`src/rtl/mem_stage_if.sv`:
```
// Data-memory request/acknowledge port between the memory stage and the memory.
interface mem_stage_if #(
  parameter int ADDR_WIDTH = 32
);
  logic                  mem_req;
  logic                  mem_we;
  logic [ADDR_WIDTH-1:0] mem_addr;
  logic [3:0]            mem_be;
  logic [31:0]           mem_wdata;
  logic                  mem_ack;
  logic [31:0]           mem_rdata;

  modport master (
    output mem_req, mem_we, mem_addr, mem_be, mem_wdata,
    input  mem_ack, mem_rdata
  );

  modport slave (
    input  mem_req, mem_we, mem_addr, mem_be, mem_wdata,
    output mem_ack, mem_rdata
  );
endinterface

```
`src/rtl/mem_stage.sv`:
```
// Memory-access pipeline stage: lane steering, load extraction, misalignment
// detection, request/ack handshake with timeout, and the MEM/WB register.
module mem_stage #(
  parameter int ADDR_WIDTH = 32,
  parameter int WAIT_LIMIT = 255
) (
  input  logic        clock,
  input  logic        reset_n,
  input  logic        in_valid,
  input  logic [31:0] in_result,
  input  logic [31:0] in_store_data,
  input  logic        in_load,
  input  logic        in_store,
  input  logic [1:0]  in_ls_size,
  input  logic        in_ls_unsigned,
  input  logic [4:0]  in_dest_reg,
  input  logic        in_dest_reg_valid,
  mem_stage_if.master mem,
  output logic [31:0] wb_result,
  output logic [4:0]  wb_dest_reg,
  output logic        wb_dest_reg_valid,
  output logic        addr_err,
  output logic        mem_timeout,
  output logic        stall
);

  localparam int CNT_W    = (WAIT_LIMIT < 2) ? 1 : $clog2(WAIT_LIMIT + 1);
  localparam int LIMIT_M1 = (WAIT_LIMIT == 0) ? 0 : WAIT_LIMIT - 1;

  typedef enum logic {IDLE, WAIT} state_t;

  state_t     state, next_state;
  logic [CNT_W-1:0] wait_cnt;

  logic        is_load, mem_op, aligned, access, misaligned;
  logic        req, timeout_now;
  logic [7:0]  ld_byte;
  logic [15:0] ld_half;
  logic [31:0] load_data;

  // A store wins when both load and store are flagged.
  assign is_load = in_load & ~in_store;
  assign mem_op  = in_valid & (in_load | in_store);

  always_comb begin
    unique case (in_ls_size)
      2'b00:   aligned = 1'b1;
      2'b01:   aligned = ~in_result[0];
      default: aligned = (in_result[1:0] == 2'b00);
    endcase
  end

  assign access     = mem_op & aligned;
  assign misaligned = mem_op & ~aligned;

  always_comb begin
    mem.mem_be    = 4'b1111;
    mem.mem_wdata = in_store_data;
    unique case (in_ls_size)
      2'b00: begin
        mem.mem_be    = 4'b0001 << in_result[1:0];
        mem.mem_wdata = {4{in_store_data[7:0]}};
      end
      2'b01: begin
        mem.mem_be    = in_result[1] ? 4'b1100 : 4'b0011;
        mem.mem_wdata = {2{in_store_data[15:0]}};
      end
      default: ;
    endcase
  end

  assign mem.mem_addr = {in_result[ADDR_WIDTH-1:2], 2'b00};

  assign ld_byte = 8'(mem.mem_rdata >> {in_result[1:0], 3'b000});
  assign ld_half = in_result[1] ? mem.mem_rdata[31:16] : mem.mem_rdata[15:0];

  always_comb begin
    unique case (in_ls_size)
      2'b00:   load_data = {{24{~in_ls_unsigned & ld_byte[7]}}, ld_byte};
      2'b01:   load_data = {{16{~in_ls_unsigned & ld_half[15]}}, ld_half};
      default: load_data = mem.mem_rdata;
    endcase
  end

  always_ff @(posedge clock or negedge reset_n) begin
    if (!reset_n) begin
      state    <= IDLE;
      wait_cnt <= '0;
    end else begin
      state    <= next_state;
      wait_cnt <= (state == WAIT && next_state == WAIT) ? wait_cnt + 1'b1 : '0;
    end
  end

  // On timeout the stall is released so the abandoned instruction retires as a bubble.
  always_comb begin
    next_state  = state;
    req         = 1'b0;
    stall       = 1'b0;
    timeout_now = 1'b0;
    unique case (state)
      IDLE: begin
        req = access;
        if (access && !mem.mem_ack) begin
          stall      = 1'b1;
          next_state = WAIT;
        end
      end
      WAIT: begin
        req = 1'b1;
        if (mem.mem_ack) begin
          next_state = IDLE;
        end else if (WAIT_LIMIT != 0 && wait_cnt == CNT_W'(LIMIT_M1)) begin
          timeout_now = 1'b1;
          next_state  = IDLE;
        end else begin
          stall = 1'b1;
        end
      end
      default: next_state = IDLE;
    endcase
    req   = req & reset_n;
    stall = stall & reset_n;
  end

  assign mem.mem_req = req;
  assign mem.mem_we  = req & in_store;

  always_ff @(posedge clock or negedge reset_n) begin
    if (!reset_n) begin
      wb_result         <= '0;
      wb_dest_reg       <= '0;
      wb_dest_reg_valid <= 1'b0;
      addr_err          <= 1'b0;
      mem_timeout       <= 1'b0;
    end else begin
      addr_err    <= misaligned & ~stall;
      mem_timeout <= timeout_now;
      if (stall) begin
        wb_dest_reg_valid <= 1'b0;
      end else begin
        wb_dest_reg       <= in_dest_reg;
        wb_result         <= is_load ? load_data : in_result;
        wb_dest_reg_valid <= in_valid & in_dest_reg_valid & ~in_store
                             & ~misaligned & ~timeout_now;
      end
    end
  end

endmodule

```
`src/flat_wrapper.sv`:
```
// flat-port wrapper written by rule: the top's interface ports become plain ports
module mem_stage_flat 
#(
  parameter int ADDR_WIDTH = 32,
  parameter int WAIT_LIMIT = 255
)
  (clock, reset_n, in_valid, in_result, in_store_data, in_load, in_store, in_ls_size, in_ls_unsigned, in_dest_reg, in_dest_reg_valid, wb_result, wb_dest_reg, wb_dest_reg_valid, addr_err, mem_timeout, stall, mem_mem_req, mem_mem_we, mem_mem_addr, mem_mem_be, mem_mem_wdata, mem_mem_ack, mem_mem_rdata);
  mem_stage_if #(.ADDR_WIDTH(ADDR_WIDTH)) mem_i ();
  input  logic clock;
  input  logic reset_n;
  input  logic in_valid;
  input  logic [31:0] in_result;
  input  logic [31:0] in_store_data;
  input  logic in_load;
  input  logic in_store;
  input  logic [1:0] in_ls_size;
  input  logic in_ls_unsigned;
  input  logic [4:0] in_dest_reg;
  input  logic in_dest_reg_valid;
  output logic [31:0] wb_result;
  output logic [4:0] wb_dest_reg;
  output logic wb_dest_reg_valid;
  output logic addr_err;
  output logic mem_timeout;
  output logic stall;
  output wire logic [$bits(mem_i.mem_req)-1:0] mem_mem_req;
  output wire logic [$bits(mem_i.mem_we)-1:0] mem_mem_we;
  output wire logic [$bits(mem_i.mem_addr)-1:0] mem_mem_addr;
  output wire logic [$bits(mem_i.mem_be)-1:0] mem_mem_be;
  output wire logic [$bits(mem_i.mem_wdata)-1:0] mem_mem_wdata;
  input wire logic [$bits(mem_i.mem_ack)-1:0] mem_mem_ack;
  input wire logic [$bits(mem_i.mem_rdata)-1:0] mem_mem_rdata;
  assign mem_mem_req = mem_i.mem_req;
  assign mem_mem_we = mem_i.mem_we;
  assign mem_mem_addr = mem_i.mem_addr;
  assign mem_mem_be = mem_i.mem_be;
  assign mem_mem_wdata = mem_i.mem_wdata;
  assign mem_i.mem_ack = mem_mem_ack;
  assign mem_i.mem_rdata = mem_mem_rdata;
  mem_stage #(.ADDR_WIDTH(ADDR_WIDTH), .WAIT_LIMIT(WAIT_LIMIT)) u_core (.clock(clock), .reset_n(reset_n), .in_valid(in_valid), .in_result(in_result), .in_store_data(in_store_data), .in_load(in_load), .in_store(in_store), .in_ls_size(in_ls_size), .in_ls_unsigned(in_ls_unsigned), .in_dest_reg(in_dest_reg), .in_dest_reg_valid(in_dest_reg_valid), .mem(mem_i), .wb_result(wb_result), .wb_dest_reg(wb_dest_reg), .wb_dest_reg_valid(wb_dest_reg_valid), .addr_err(addr_err), .mem_timeout(mem_timeout), .stall(stall));
endmodule
```
`config.mk`:
```
export PLATFORM = sky130hd
export DESIGN_NAME = mem_stage_flat
export DESIGN_NICKNAME = d
export VERILOG_FILES = /design/src/rtl/mem_stage_if.sv /design/src/rtl/mem_stage.sv /design/src/flat_wrapper.sv
export SDC_FILE = /design/constraint.sdc
export NUM_CORES = 1
export LEC_CHECK = 0
export CAP_MARGIN = 15
export CORE_MARGIN = 2
export CORE_UTILIZATION = 30
export DETAILED_ROUTE_END_ITERATION = 6
export PLACE_DENSITY = 0.68
export SLEW_MARGIN = 20
export SYNTH_ARGS = -nofsm -noshare
export SYNTH_HDL_FRONTEND = slang
export SYNTH_SLANG_ARGS = --single-unit
```
`constraint.sdc`:
```
create_clock -name clock -period 1.9 [get_ports clock]
set_input_delay 0.285 -clock clock [delete_from_list [all_inputs] [get_ports clock]]
set_output_delay 0.285 -clock clock [all_outputs]
set_load 0.05 [all_outputs]
```
Word-level counts from Yosys, hierarchy flattened --
Index checks and enable logic that the tools add are counted.
Word-level totals: flip-flop bits (word level) 49, input bits 111, output and inout port bits 111, logic and storage cells 57
Cells by class: $add $sub $neg 1, equal/unequal tests 2, shift-type cells 2, mux-type cells 17, bitwise gates (word level) 23, reductions and logical operators 5
Operators with widths (count):
- $pmux W32 S2 | 2
- $mux W32 | 1
- $shr A32 B5 Y8 | 1
- $mux W16 | 1
- $and A1 B1 Y1 | 14
- $add A8 B1 Y8 const B | 1
- $eq A8 B8 Y1 const B | 1
- $mux W8 | 1
- $not A1 Y1 | 8
- $pmux W4 S2 | 1
- $mux W1 | 7
- $pmux W1 S2 | 3
- $logic_not A2 Y1 | 2
- $mux W4 | 1
- $shl A1 B2 Y4 const A | 1
- $eq A2 B1 Y1 const B | 1
- $logic_and A1 B1 Y1 | 2
- $logic_not A1 Y1 | 1
- $or A1 B1 Y1 | 1

Logic depth before layout (Yosys ltp) --
Gate-level depths: netlist (run 1).
depth after elaboration 9, mapped depth 10, mapped depth without buffers 8

Least setup slack after synthesis (run 1) --
Ideal clock, no wire load.
path kind input to output, start in in_ls_size[0], end out mem_mem_wdata[24], arrival 2017 ps, data required time 1615 ps, setup slack -402 ps, stages 4, path buffers 2, path through clkbuf_1 buf_2 mux2i_1 o21ai_0
On the way: longest elaborated chain between the ends 2
RTL lines:
- from (decl) | line flat_wrapper.sv:16 | input logic [1:0] in_ls_size;
- $eq A2 B1 Y1 / $logic_not A2 Y1 (equally long branches) | line mem_stage.sv:59 | unique case (in_ls_size)
- $pmux W32 S2 * | line mem_stage.sv:59
- to (decl) | line flat_wrapper.sv:30 | output wire logic [$bits(mem_i.mem_wdata)-1:0] mem_mem_wdata;
Every way passes the cells marked *; elsewhere a longest branch is shown, timed or not.

Final worst setup path (run 1) --
start reg u_core.wait_cnt[0], end out stall
On the way: longest elaborated chain between the ends 5
RTL lines:
- from (decl) | line mem_stage.sv:33 | logic [CNT_W-1:0] wait_cnt;
- from (signal assigned) | line mem_stage.sv:91 | wait_cnt <= (state == WAIT && next_state == WAIT) ? wait_cnt + 1'b1 : '0;
- $eq A8 B8 Y1 | line mem_stage.sv:113 | end else if (WAIT_LIMIT != 0 && wait_cnt == CNT_W'(LIMIT_M1)) begin
- $mux W1 | line mem_stage.sv:113
- $mux W1 | line mem_stage.sv:111 | if (mem.mem_ack) begin
- $pmux W1 S2 | line mem_stage.sv:101 | unique case (state)
- $and A1 B1 Y1 | line mem_stage.sv:123 | stall = stall & reset_n;
- to (decl) | line flat_wrapper.sv:25 | output logic stall;
No other way between the ends.

==> results.json, run 1 <==
{
  "status": "finished, final reports clean",
  "arrival_ns": 1.58,
  "core_sq_mm": 0.0115,
  "clk_latency_ns": 0.29,
  "powerDensity_mw_per_mm2": 639,
  "startpoint": "u_core.wait_cnt[0]$_DFF_PN0_",
  "htree_num_levels": 2,
  "drt_iter0_drc": 357,
  "die_area_sq_mm": 0.0127,
  "fp.dieH_microns": 113,
  "drt_wl_total_microns": 13700,
  "maxSlewHeadroom_pct": 62.7,
  "slowest_delay_ns": 0.39,
  "fin_ws_ns": 0.0300,
  "ant_nets": 0,
  "firstDrtPassIters": 5,
  "cts_sinks": 49,
  "gr-usage-all-layers_pct": 21.0,
  "fin_hold_ws_ns": 0.308,
  "syn_area_sq_mm": 0.00354,
  "synth_edf_count": 0,
  "cp.required_ns": 1.62,
  "drive_above_1_share_pct": 26.6,
  "critical_path.max_fanout": 2,
  "fin_area_sq_mm": 0.00661,
  "max-vdd-ir-drop_mv": 0.584,
  "synth.ff_latch_count": 49,
  "yosysUniqueCellTypes": 49,
  "min_period_ns": 1.87,
  "yosys.area_share.simple_pct": 15.6,
  "area.growth.synth_to_final_pct": 86.9,
  "fin_crit_sh_pct": 98.4,
  "grt_pass1_wl_microns": 21300,
  "portBuffers": 219,
  "die_w_microns": 113,
  "rows": 39,
  "hpwlAfterDp_microns": 11100,
  "max_slew.worst_pin.slew_ns": 0.558,
  "cp_num_buf_inv": 3,
  "yosys_warnings": 0,
  "cp_top_family": "flip-flops",
  "final.setup_skew_ns": 0.00464,
  "ys_seq_area_share_pct": 34.6,
  "cts_tree": "yes",
  "min_from": "in_valid",
  "post_dp_cell_area_sq_mm": 0.00634,
  "synth-compound-area-share_pct": 24.2,
  "antenna_found_initial": 0,
  "path_class": "reg -> out",
  "syn_inst": 424,
  "largest_reg_flops": 32,
  "leakage_uw": 0.00284,
  "start_kind": "flop",
  "hold_path.class": "in -> reg",
  "synthAdderAreaFrac_pct": 0.707,
  "ctsLongestPathBuffers": 2,
  "setup_viol": 0,
  "async_reset_ff_share_pct": 100,
  "final_max_slew_viol_count": 0,
  "p_total_uw": 4220,
  "crit_chain": "inv_2, ha_4, nand4_1, o21ba_4, nand3_4, inv_4, buf_12",
  "antennaDiodeCount": 0,
  "max_cap_violations": 0,
  "viasPerCell": 5.20,
  "vias": 4026,
  "cts-root-buf": "clkbuf_16",
  "hold_viol_final": 0,
  "synth_xor_area_share_pct": 1.48,
  "slowest_stage": "dfrtp_1",
  "fin_tns_setup_ns": 0,
  "ys.flop_type": "dfrtp_1",
  "r2r-start": "u_core.wait_cnt[0]$_DFF_PN0_",
  "worstSetupEndpointType": "output port",
  "globalplace.congestion": 0.849,
  "num_io_pins": 222,
  "synth_area_per_cell_sq_um": 8.35,
  "clock.fmax_mhz": 535,
  "drc": 0,
  "grt_overflow": 0,
  "nNetsFinal": 743,
  "synth_top_family_by_area": "compound AO/OA/AOI/OAI gates",
  "cts.clk_slew.worst_paths_ns": 0.07,
  "start_util_pct": 30.9,
  "wl_per_cell_microns": 17.7,
  "grt_max_degree": 28,
  "first_global_vias": 4038,
  "dp_slack_ns": -0.359,
  "yosys-mux-area-fraction_pct": 9.12,
  "cts_buffers": 5
}
-- worst paths after layout --
kind                                                            to  slack [ns]  depth (start not counted)
worst min register to register   u_core.wb_dest_reg[3]$_DFFE_PN0N_        0.46                          2
min in group asynchronous             u_core.wait_cnt[6]$_DFF_PN0_        0.43                          2
max in group asynchronous         u_core.wb_result[10]$_DFFE_PN0N_        0.81                          3
worst min-delay path            u_core.wb_dest_reg_valid$_DFF_PN0_        0.31                          3
worst max register to register    u_core.wb_result[17]$_DFFE_PN0N_        0.10                         10
worst max-delay path                                         stall        0.03                          7
-- Yosys cell counts (8+ instances only) --
library cell   n  area [sq um]
a21oi_1       39           195
a221o_1        8          80.1
buf_2          8          40.0
buf_4         44           330
clkbuf_1      17          63.8
dfrtp_1       49          1230
inv_1         10          37.5
mux2_2        16           180
mux2i_1       12           120
nand2_1       60           225
nand3_1        8          40.0
nor2_1        24          90.1
o21ai_0       23           115
o21ai_1       11          55.1
o22ai_1       12          75.1
o2bb2ai_1     14           123
-- timing repair --
| action | CTS | global route |
|---|---|---|
| hold buffers | 1 | 0 |
| endpoints found under the setup margin | 21 | 4 |
| gates resized for setup | 13 | 8 |
| pin swaps | 1 | 5 |
| endpoints found under the hold margin | 8 | 0 |
| setup buffers | 2 | 3 |
-- routing by layer --
metal,track usage [%],wire (microns),vias up,share of wire (%)
li1,-,-,1872,-
met1,24.9,5260,1922,38
met2,37.6,6960,214,51
met3,5.83,1250,18,9.1
met4,5.28,234,0,1.7
met5,0,0,-,0
-- logic make-up (layout without fill, tap and decap cells) --
family	after synthesis	after routing
xor+xnor	6	6
compound gates	131	131
mux	29	29
buf+inv	83	289
simple gates	123	123
fa+ha+maj	2	2
other cells	1	2
flops	49	49
-- stage by stage --
| stage | instances | util, % |
|---|---|---|
| 2_1_floorplan | 425 | - |
| 3_3_place_gp | 760 | 55.3 |
| 3_5_place_dp | 760 | 55.3 |
| 4_1_cts | 771 | 57.2 |
| 5_1_grt | 774 | 57.7 |
| 6_report | 774 | 57.7 |
-- cell type report --
class | instances | area [sq um]
clock buffer | 6 | 139
clock inverter | 2 | 37.5
fill | 988 | 4850
inverter | 11 | 43.8
multi-input combinational | 293 | 1880
sequential | 49 | 1230
tap | 143 | 179
timing repair buffer | 270 | 3110
-- placed cells by master (no fill, tap or decap), types with 12 or more instances in the layout --
| cell type | instances |
|---|---|
| o21ai_1 | 15 |
| mux2i_1 | 12 |
| dfrtp_1 | 49 |
| clkdlybuf4s50_1 | 140 |
| nor2_1 | 24 |
| a21oi_1 | 39 |
| o22ai_1 | 12 |
| nand2_1 | 59 |
| buf_4 | 62 |
| o2bb2ai_1 | 14 |
| mux2_2 | 16 |
| o21ai_0 | 14 |
| buf_12 | 57 |
-- power by group --
part	internal [uW]	switching, uW
Combinational	857	1130
Clock	657	388
Sequential	1130	54.6
-- worst min-delay path, cell delays in order --
cell and delay, ns:
dlymetal6s2s_1 0.14, nand3b_1 0.09, a2111oi_1 0.05
Power figures use the tool's default switching activity.
==> run 2, diff against run 1 <==
clock period = 2.42 ns   (was 1.9 ns; I/O delays follow)
==> run 2 against run 1 <==
Flip-flop and latch count stayed put. Worst hold slack better by 0.12 ns. Setup slack better by 0.077 ns. Largest power group unchanged. Highest routed layer unchanged.
==> results.json, run 2 (synthesized netlist as in run 1, its figures left out) <==
{
  "largest_reg_flops": 32,
  "top_usage_layer": "met2",
  "cp.required_ns": 2.06,
  "p_sw_uw": 1200,
  "reg2reg_to": "u_core.wb_result[14]$_DFFE_PN0N_",
  "critical_path.max_fanout": 9,
  "ctsLongestPathBuffers": 2,
  "max-vdd-ir-drop_mv": 0.426,
  "r2r-start": "u_core.wait_cnt[0]$_DFF_PN0_",
  "min_period_ns": 2.31,
  "p_int_uw": 1840,
  "slowest_stage": "clkdlybuf4s50_1",
  "viasPerCell": 5.05,
  "cts_buffers": 5,
  "leakage_uw": 0.00247,
  "powerDensity_mw_per_mm2": 515,
  "max_slew.worst_pin.slew_ns": 0.571,
  "cp_num_buf_inv": 3,
  "area.growth.synth_to_final_pct": 67.2,
  "antenna_found_initial": 0,
  "hpwlAfterDp_microns": 10700,
  "drt_iter0_drc": 225,
  "start_kind": "input port",
  "cts_sinks": 49,
  "firstDrtPassIters": 4,
  "worstSetupEndpointType": "output port",
  "startpoint": "in_ls_size[0]",
  "first_global_vias": 4001,
  "nNetsFinal": 719,
  "ant_nets": 0,
  "met2_usage_pct": 35.3,
  "drt_wl_total_microns": 12900,
  "cts.clk_slew.worst_paths_ns": 0.07,
  "postCtsResizedCells": 0,
  "pwr-share-comb_pct": 46.8,
  "rrSetupSlack_ns": 0.51,
  "num_io_pins": 222,
  "die_w_microns": 113,
  "cts_tree": "yes",
  "use_met3_pct": 5.99,
  "slowest_delay_ns": 0.50,
  "final_max_slew_viol_count": 0,
  "regArea_sq_mm": 0.00123,
  "arrival_ns": 1.95,
  "max_cap_violations": 0,
  "swShare_pct": 39.5,
  "final_cell_mix": "clkdlybuf4s50_1, nand2_1, buf_4, dfrtp_1, a21oi_1",
  "start_util_pct": 30.9,
  "p_clk_share_pct": 22.6,
  "layout_commonest_cell": "clkdlybuf4s50_1",
  "nFillCells": 1065,
  "grt_overflow": 0,
  "grt_pass1_wl_microns": 20300,
  "dp.cells": 741,
  "dp_slack_ns": -0.0316,
  "grt_max_degree": 66,
  "multiInputGateArea_sq_mm": 0.00182,
  "vias": 3788,
  "htree_num_levels": 2,
  "gr-usage-all-layers_pct": 20.0,
  "cp_top_family": "buffers and inverters",
  "drc": 0,
  "fp.dieH_microns": 113,
  "p_total_uw": 3050,
  "fin_crit_sh_pct": 95.6,
  "hold_viol_final": 0,
  "final.setup_skew_ns": 0.00303,
  "seq_power_share_pct": 30.6,
  "met1_usage_pct": 23.5,
  "drive_above_1_share_pct": 16.8,
  "rows": 39,
  "fin_cells": 750,
  "path_class": "in -> out",
  "rsz0062_at_grt": "false",
  "portBuffers": 219,
  "antennaDiodeCount": 0,
  "fin_ws_ns": 0.107,
  "status": "finished, final reports clean",
  "cts-root-buf": "clkbuf_16",
  "globalplace.congestion": 0.802,
  "clk_latency_ns": 0.29,
  "maxSlewHeadroom_pct": 61.8,
  "wl_per_cell_microns": 17.3,
  "post_cts_buffers": 0,
  "cp.depth": 5,
  "fin_tns_setup_ns": 0,
  "clock.fmax_mhz": 432,
  "die_area_sq_mm": 0.0127,
  "cp-endpoint": "mem_mem_wdata[12]",
  "setup_viol": 0,
  "crit_chain": "clkdlybuf4s50_1, buf_4, or2_2, mux2_2, buf_12",
  "reg2reg_depth": 9,
  "core_sq_mm": 0.0115,
  "hold_path.class": "in -> async"
}
## run 2: cell count changes in the layout (fill, tap and decap cells not counted), moves of 3 or more
cell             change
o21ai_1              +4
clkdlybuf4s50_1     +36
dlygate4sd2_1        -3
buf_12              -39
buf_4               -13
o21ai_2              -5
## run 2: per-layer routing
| layer | vias to the layer above | routed length (microns) |
|---|---|---|
| met1 | 1777 | 5210 |
| li1 | 1822 | - |
| met2 | 174 | 6370 |
| met5 | - | 0 |
| met4 | 0 | 226 |
| met3 | 15 | 1130 |
## run 2: worst min-delay path by stage
stage,from,end,slack (ns),cells past startpoint
6_report,reset_n,u_core.wb_result[20]$_DFFE_PN0N_,0.43,2
5_1_grt,reset_n,u_core.wb_dest_reg_valid$_DFF_PN0_,0.43,2
4_1_cts,reset_n,u_core.wb_result[20]$_DFFE_PN0N_,0.42,2
3_5_place_dp,reset_n,u_core.wb_dest_reg_valid$_DFF_PN0_,0.20,1
3_3_place_gp,reset_n,u_core.wb_dest_reg_valid$_DFF_PN0_,0.19,1
2_1_floorplan,reset_n,u_core.addr_err$_DFF_PN0_,0.07,0
## run 2: repair_timing
action,CTS,global route
endpoints found under the hold margin,3,0
endpoints found under the setup margin,0,0
hold buffers,1,0
## run 2: final cells by class
type / instances / share of cell area, %
clock inverter: 3 / 0.296
sequential: 49 / 20.7
inverter: 11 / 0.698
tap: 143 / 3.02
multi-input combinational: 293 / 30.7
clock buffer: 5 / 2.11
timing repair buffer: 246 / 42.4
## run 2: power by group through the flow
stage	logic (uW)	clock network [uW]	registers [uW]
finish	1420	688	933
global placement	1420	0	946
detailed placement	1430	0	948
floorplan	585	0	1190
global route	1490	727	941
CTS	1430	702	933
## run 2: worst register-to-register path: cells and delay by family (launching register included)
kind,cells,cell delay [ns]
compound gates,3,0.48
fa+ha+maj,1,0.15
buf+inv,3,0.52
flops,1,0.43
simple gates,2,0.22
## run 2: metrics by stage
| step | hold WS [ns] | util (%) | area (sq um) |
|---|---|---|---|
| after floorplan | 0.0674 | - | 3540 |
| after global placement | 0.194 | 50.3 | 5760 |
| after detailed placement | 0.203 | 50.3 | 5760 |
| after CTS | 0.422 | 51.6 | 5920 |
| after global routing | 0.431 | 51.6 | 5920 |
| final | 0.427 | 51.6 | 5920 |
==> run 3, diff against run 2 <==
CORE_MARGIN = not set   (was 2)
==> run 3 against run 2 <==
Setup slack improved by 0.014 ns. Non-clock buffer count did not move. Global-route usage rose by 0.45 points. Worst hold slack got worse by 0.0099 ns. Sequential share of layout area fell by 0.16 points. Largest cell class unchanged. Total power rose by 4.6%. Combinational power barely moved. Largest power group unchanged. Wire length fell by 1.5%. Critical path depth did not move.
==> results.json, run 3 (synthesized netlist as in run 1, its figures left out) <==
{
  "cts_buffers": 5,
  "core_sq_mm": 0.0115,
  "layout_commonest_cell": "clkdlybuf4s50_1",
  "antenna_found_initial": 0,
  "hold_viol_final": 0,
  "maxSlewHeadroom_pct": 59.1,
  "critical_path.max_fanout": 16,
  "fin_ws_ns": 0.121,
  "postCtsResizedCells": 0,
  "grt_overflow": 0,
  "path_class": "in -> out",
  "die_w_microns": 111,
  "clk_latency_ns": 0.29,
  "final.setup_skew_ns": 0.00660,
  "drt_wl_total_microns": 12800,
  "wl_per_cell_microns": 17.0,
  "cts_tree": "yes",
  "portBuffers": 219,
  "globalplace.congestion": 0.803,
  "rows": 39,
  "htree_num_levels": 2,
  "grt_max_degree": 66,
  "setup_viol": 0,
  "drive_above_1_share_pct": 16.6,
  "arrival_ns": 1.94,
  "dp_slack_ns": -0.0401,
  "fin_crit_sh_pct": 95.0,
  "rsz0062_at_grt": "false",
  "first_global_vias": 3879,
  "max-vdd-ir-drop_mv": 0.277,
  "area.growth.synth_to_final_pct": 68.4,
  "status": "finished, final reports clean",
  "fin_tns_setup_ns": 0,
  "powerDensity_mw_per_mm2": 534,
  "antennaDiodeCount": 0,
  "cts_sinks": 49,
  "worstSetupEndpointType": "output port",
  "nFillCells": 1059,
  "vias": 3810,
  "gr-usage-all-layers_pct": 20.4,
  "cp.required_ns": 2.06,
  "max_slew.worst_pin.slew_ns": 0.597,
  "clock.fmax_mhz": 435,
  "die_area_sq_mm": 0.0122,
  "fp.dieH_microns": 111,
  "grt_pass1_wl_microns": 19900,
  "start_util_pct": 30.9,
  "max_cap_violations": 0,
  "min_period_ns": 2.30,
  "drc": 0,
  "final_max_slew_viol_count": 0,
  "leakage_uw": 0.00248,
  "cts.clk_slew.worst_paths_ns": 0.07,
  "fin_util_pct": 52.0,
  "drt_iter0_drc": 147,
  "largest_reg_flops": 32,
  "cts-root-buf": "clkbuf_16",
  "start_kind": "input port",
  "ant_nets": 0,
  "ctsLongestPathBuffers": 2,
  "hold_path.class": "in -> async",
  "num_io_pins": 222,
  "nNetsFinal": 719,
  "firstDrtPassIters": 4,
  "final_cell_mix": "clkdlybuf4s50_1, nand2_1, dfrtp_1",
  "hpwlAfterDp_microns": 10500,
  "viasPerCell": 5.08
}
[run 3: worst max-delay path, stage by stage]
cell	delay [ns]
clkdlybuf4s50_1	0.46
buf_4	0.22
or2_2	0.41
mux2_2	0.33
buf_12	0.15
[run 3: final timing paths]
path	endpoint	from	depth (start not counted)	slack (ns)
min in group clock	u_core.wb_dest_reg[1]$_DFFE_PN0N_	u_core.wb_dest_reg[1]$_DFFE_PN0N_	2	0.47
setup / recovery	mem_mem_wdata[10]	in_ls_size[0]	5	0.12
max in group asynchronous	u_core.wb_result[5]$_DFFE_PN0N_	reset_n	3	1.43
setup reg to reg	u_core.wb_dest_reg_valid$_DFF_PN0_	u_core.wait_cnt[0]$_DFF_PN0_	8	0.55
hold / removal	u_core.state$_DFF_PN0_	reset_n	2	0.42
hold reg to reg	u_core.wb_dest_reg[1]$_DFFE_PN0N_	u_core.wb_dest_reg[1]$_DFFE_PN0N_	2	0.47
[run 3: power breakdown]
part / leakage, uW / internal (uW) / switching (uW) / total (uW)
Combinational: 0.00180 / 577 / 849 / 1430
Sequential: 0.000599 / 890 / 42.9 / 933
Clock: 0.0000841 / 517 / 308 / 825
[run 3: repair_timing]
| item | in CTS | in global routing |
|---|---|---|
| hold buffers | 1 | 0 |
| buffers inserted | 0 | 0 |
| hold endpoints to repair | 2 | 0 |
| endpoints found under the setup margin | 0 | 0 |
[run 3: cell type report]
class,instances,area [sq um],share of cell area (%)
Timing Repair Buffer,246,2520,42.4
Sequential cell,49,1230,20.6
Clock buffer,7,143,2.39
Inverter,11,41.3,0.693
Clock inverter,1,30.0,0.504
Tap cell,143,179,3.00
Multi-Input combinational cell,293,1820,30.5
[run 3: per-stage QoR]
step	cell area, sq um	power, uW	hold WS, ns	instances
final	5960	3180	0.417	750
after global routing	5960	3300	0.436	750
after CTS	5960	3200	0.420	750
after detailed placement	5780	2380	0.186	741
after global placement	5780	2370	0.183	741
after floorplan	3540	1770	0.0674	425
[run 3: per-layer routing]
metal,vias to the layer above,global-route usage [%],wire (microns)
li1,1828,-,-
met1,1780,24.0,5140
met2,184,36.6,6320
met3,18,5.49,1060
met4,0,5.16,231
met5,-,0,0
==> RTL edit: new RTL, settings of run 1 <==
The output `addr_err` loses its register stage (`addr_err` becomes a continuous assignment).
--- a/src/rtl/mem_stage.sv
+++ b/src/rtl/mem_stage.sv
@@ -131,10 +131,8 @@
       wb_result         <= '0;
       wb_dest_reg       <= '0;
       wb_dest_reg_valid <= 1'b0;
-      addr_err          <= 1'b0;
       mem_timeout       <= 1'b0;
     end else begin
-      addr_err    <= misaligned & ~stall;
       mem_timeout <= timeout_now;
       if (stall) begin
         wb_dest_reg_valid <= 1'b0;
@@ -147,5 +145,7 @@
     end
   end
 
+  assign addr_err = misaligned & ~stall;
+
 endmodule
 
Function: changed (Yosys sat finds a counterexample within 4 cycles, from zero or initial values and one cycle with reset_n low).
==> RTL edit against run 1 <==
- the flow now finishes with violations (setup timing)
- via count fell by 1.8%
- fmax is 8.4% lower
- area after synthesis decreased by 0.71%
- power decreased by 3.5%
- global-route usage decreased by 0.19 points
- utilization grew 0.31 points
- routed wire length decreased by 1.6%
- setup slack worse by 0.17 ns
- cell area rose by 0.11%
- clock power fell by 12%
- first-iteration DRC count shrank 32%
- final cell count is 0.52% higher
- sequential cell count is 1 lower
- critical endpoint is now addr_err
- largest cell class unchanged
- largest power group unchanged
==> RTL edit: results (changes against run 1) <==
outcome: "complete, but fails checks"  # was finished clean
failed_checks: "setup timing"
met1_usage_pct: 24.92  # was 24.87%
avgSynthCellArea_sq_um: 8.309  # was 8.348 sq um
globalplace.congestion: 0.8261  # was 0.8489
drt_iter0_drc: 241  # was 357
cts-htree-levels: 2  # unchanged
skew_ns: 0.006031  # was 0.004639 ns
hold_slack_ns: 0.3474  # was 0.3078 ns
synth_common_cells: "nand2_1 (60), dfrtp_1 (48), buf_4 (44)"  # was nand2_1 (60), dfrtp_1 (49), buf_4 (44)
avgRoutedWirePerCell_microns: 17.33  # was 17.70 microns
rr_worst_depth: 8  # was 10
first_pass_iters: 5  # unchanged
grt_use_met3_pct: 5.778  # was 5.832%
grt_pass1_vias: 4118  # was 4038
path_max_fanout: 3  # was 2
place_area_sq_um: 6394  # was 6339 sq um
grt_usage_pct: 20.86  # was 21.05%
hp-class: "input pin to async pin"  # was input pin to flop
grt_pass1_wl_microns: 21360  # was 21320 microns
vias: 3955  # was 4026
layout.cells.non_filler: 778  # was 774
use_met2_pct: 37.47  # was 37.64%
tightestPinTransition_ns: 0.6173  # was 0.5579 ns
drive_above_1_share_pct: 26.93  # was 26.62%
dp_cells: 766  # was 760
layout.nets: 747  # was 743
setup_viol: 2  # was 0
crit_family: "simple AND/OR/NAND/NOR gates"  # was flip-flops
yosysSeqAreaShare_pct: 34.18  # was 34.64%
arrival_ns: 1.76  # was 1.58 ns
rr_endpoint: "u_core.wb_dest_reg_valid$_DFF_PN0_"  # was u_core.wb_result[17]$_DFFE_PN0N_
ir_drop_mv: 0.4123  # was 0.5839 mV
setup_tns_ns: -0.2565  # was 0 ns
grt_start_max_net_pins: 48  # was 28
setup_slack_ns: -0.1405  # was 0.03004 ns
nFillCells: 1001  # was 988
p_int_mw: 2.506  # was 2.648 mW
place_hpwl_microns: 11150  # was 11140 microns
-- RTL edit: kinds of logic after synthesis --
kind of cell	after synthesis	share of synthesized area, %
flip-flops	48	34.18
multiplexers	29	9.185
XOR/XNOR	6	1.495
AND/OR/NAND/NOR	123	15.70
other	1	0.1067
AO/OA/AOI/OAI	131	24.35
adder cells (fa/ha/maj)	2	0.7119
buffers and inverters	83	14.28
-- RTL edit: how the worst max path moves through the flow --
stage,start,slack [ns],cells after the start,endpoint
6_report,u_core.wait_cnt[0]$_DFF_PN0_,-0.14,8,addr_err
5_1_grt,u_core.wait_cnt[0]$_DFF_PN0_,-0.22,8,addr_err
4_1_cts,u_core.wait_cnt[0]$_DFF_PN0_,-0.11,8,addr_err
3_5_place_dp,in_result[0],-0.42,7,stall
3_3_place_gp,in_result[0],-0.40,7,stall
2_1_floorplan,in_ls_size[0],-0.04,4,mem_mem_be[1]
-- RTL edit: metal layers --
metal  routed length (microns)  vias to the layer above
li1                          -                     1886
met3                      1334                       11
met1                      5227                     1845
met4                       131                        0
met5                         0                        -
met2                      6785                      213
-- RTL edit: area by class of cell --
type | count | area (sq um) | share of cell area (%)
timing repair buffer | 275 | 3169 | 47.86
multi-input combinational | 293 | 1876 | 28.33
sequential | 48 | 1201 | 18.14
tap | 143 | 178.9 | 2.702
clock buffer | 6 | 138.9 | 2.098
inverter | 11 | 42.54 | 0.6425
clock inverter | 2 | 15.01 | 0.2268
-- RTL edit: through the flow --
step	setup WS, ns	util [%]
finish	-0.1405	57.99
global route	-0.2227	57.99
CTS	-0.1060	57.83
detailed placement	-0.4169	55.99
global placement	-0.4045	55.99
floorplan	-0.04481	-
-- RTL edit: repair_timing --
| action | in CTS | in global routing |
|---|---|---|
| pin swaps | 3 | 0 |
| hold buffers | 1 | 0 |
| setup buffers | 1 | 2 |
| endpoints found under the hold margin | 1 | 0 |
| endpoints found under the setup margin | 31 | 4 |
| resized for setup | 14 | 1 |
-- RTL edit: power groups by stage --
stage	Sequential, mW	Combinational [mW]	Clock (mW)
5_1_grt	1.17	2.09	0.967
4_1_cts	1.16	2.01	0.922
3_5_place_dp	1.18	1.99	0
3_3_place_gp	1.18	1.98	0
6_report	1.16	2.00	0.914
2_1_floorplan	1.48	0.758	0
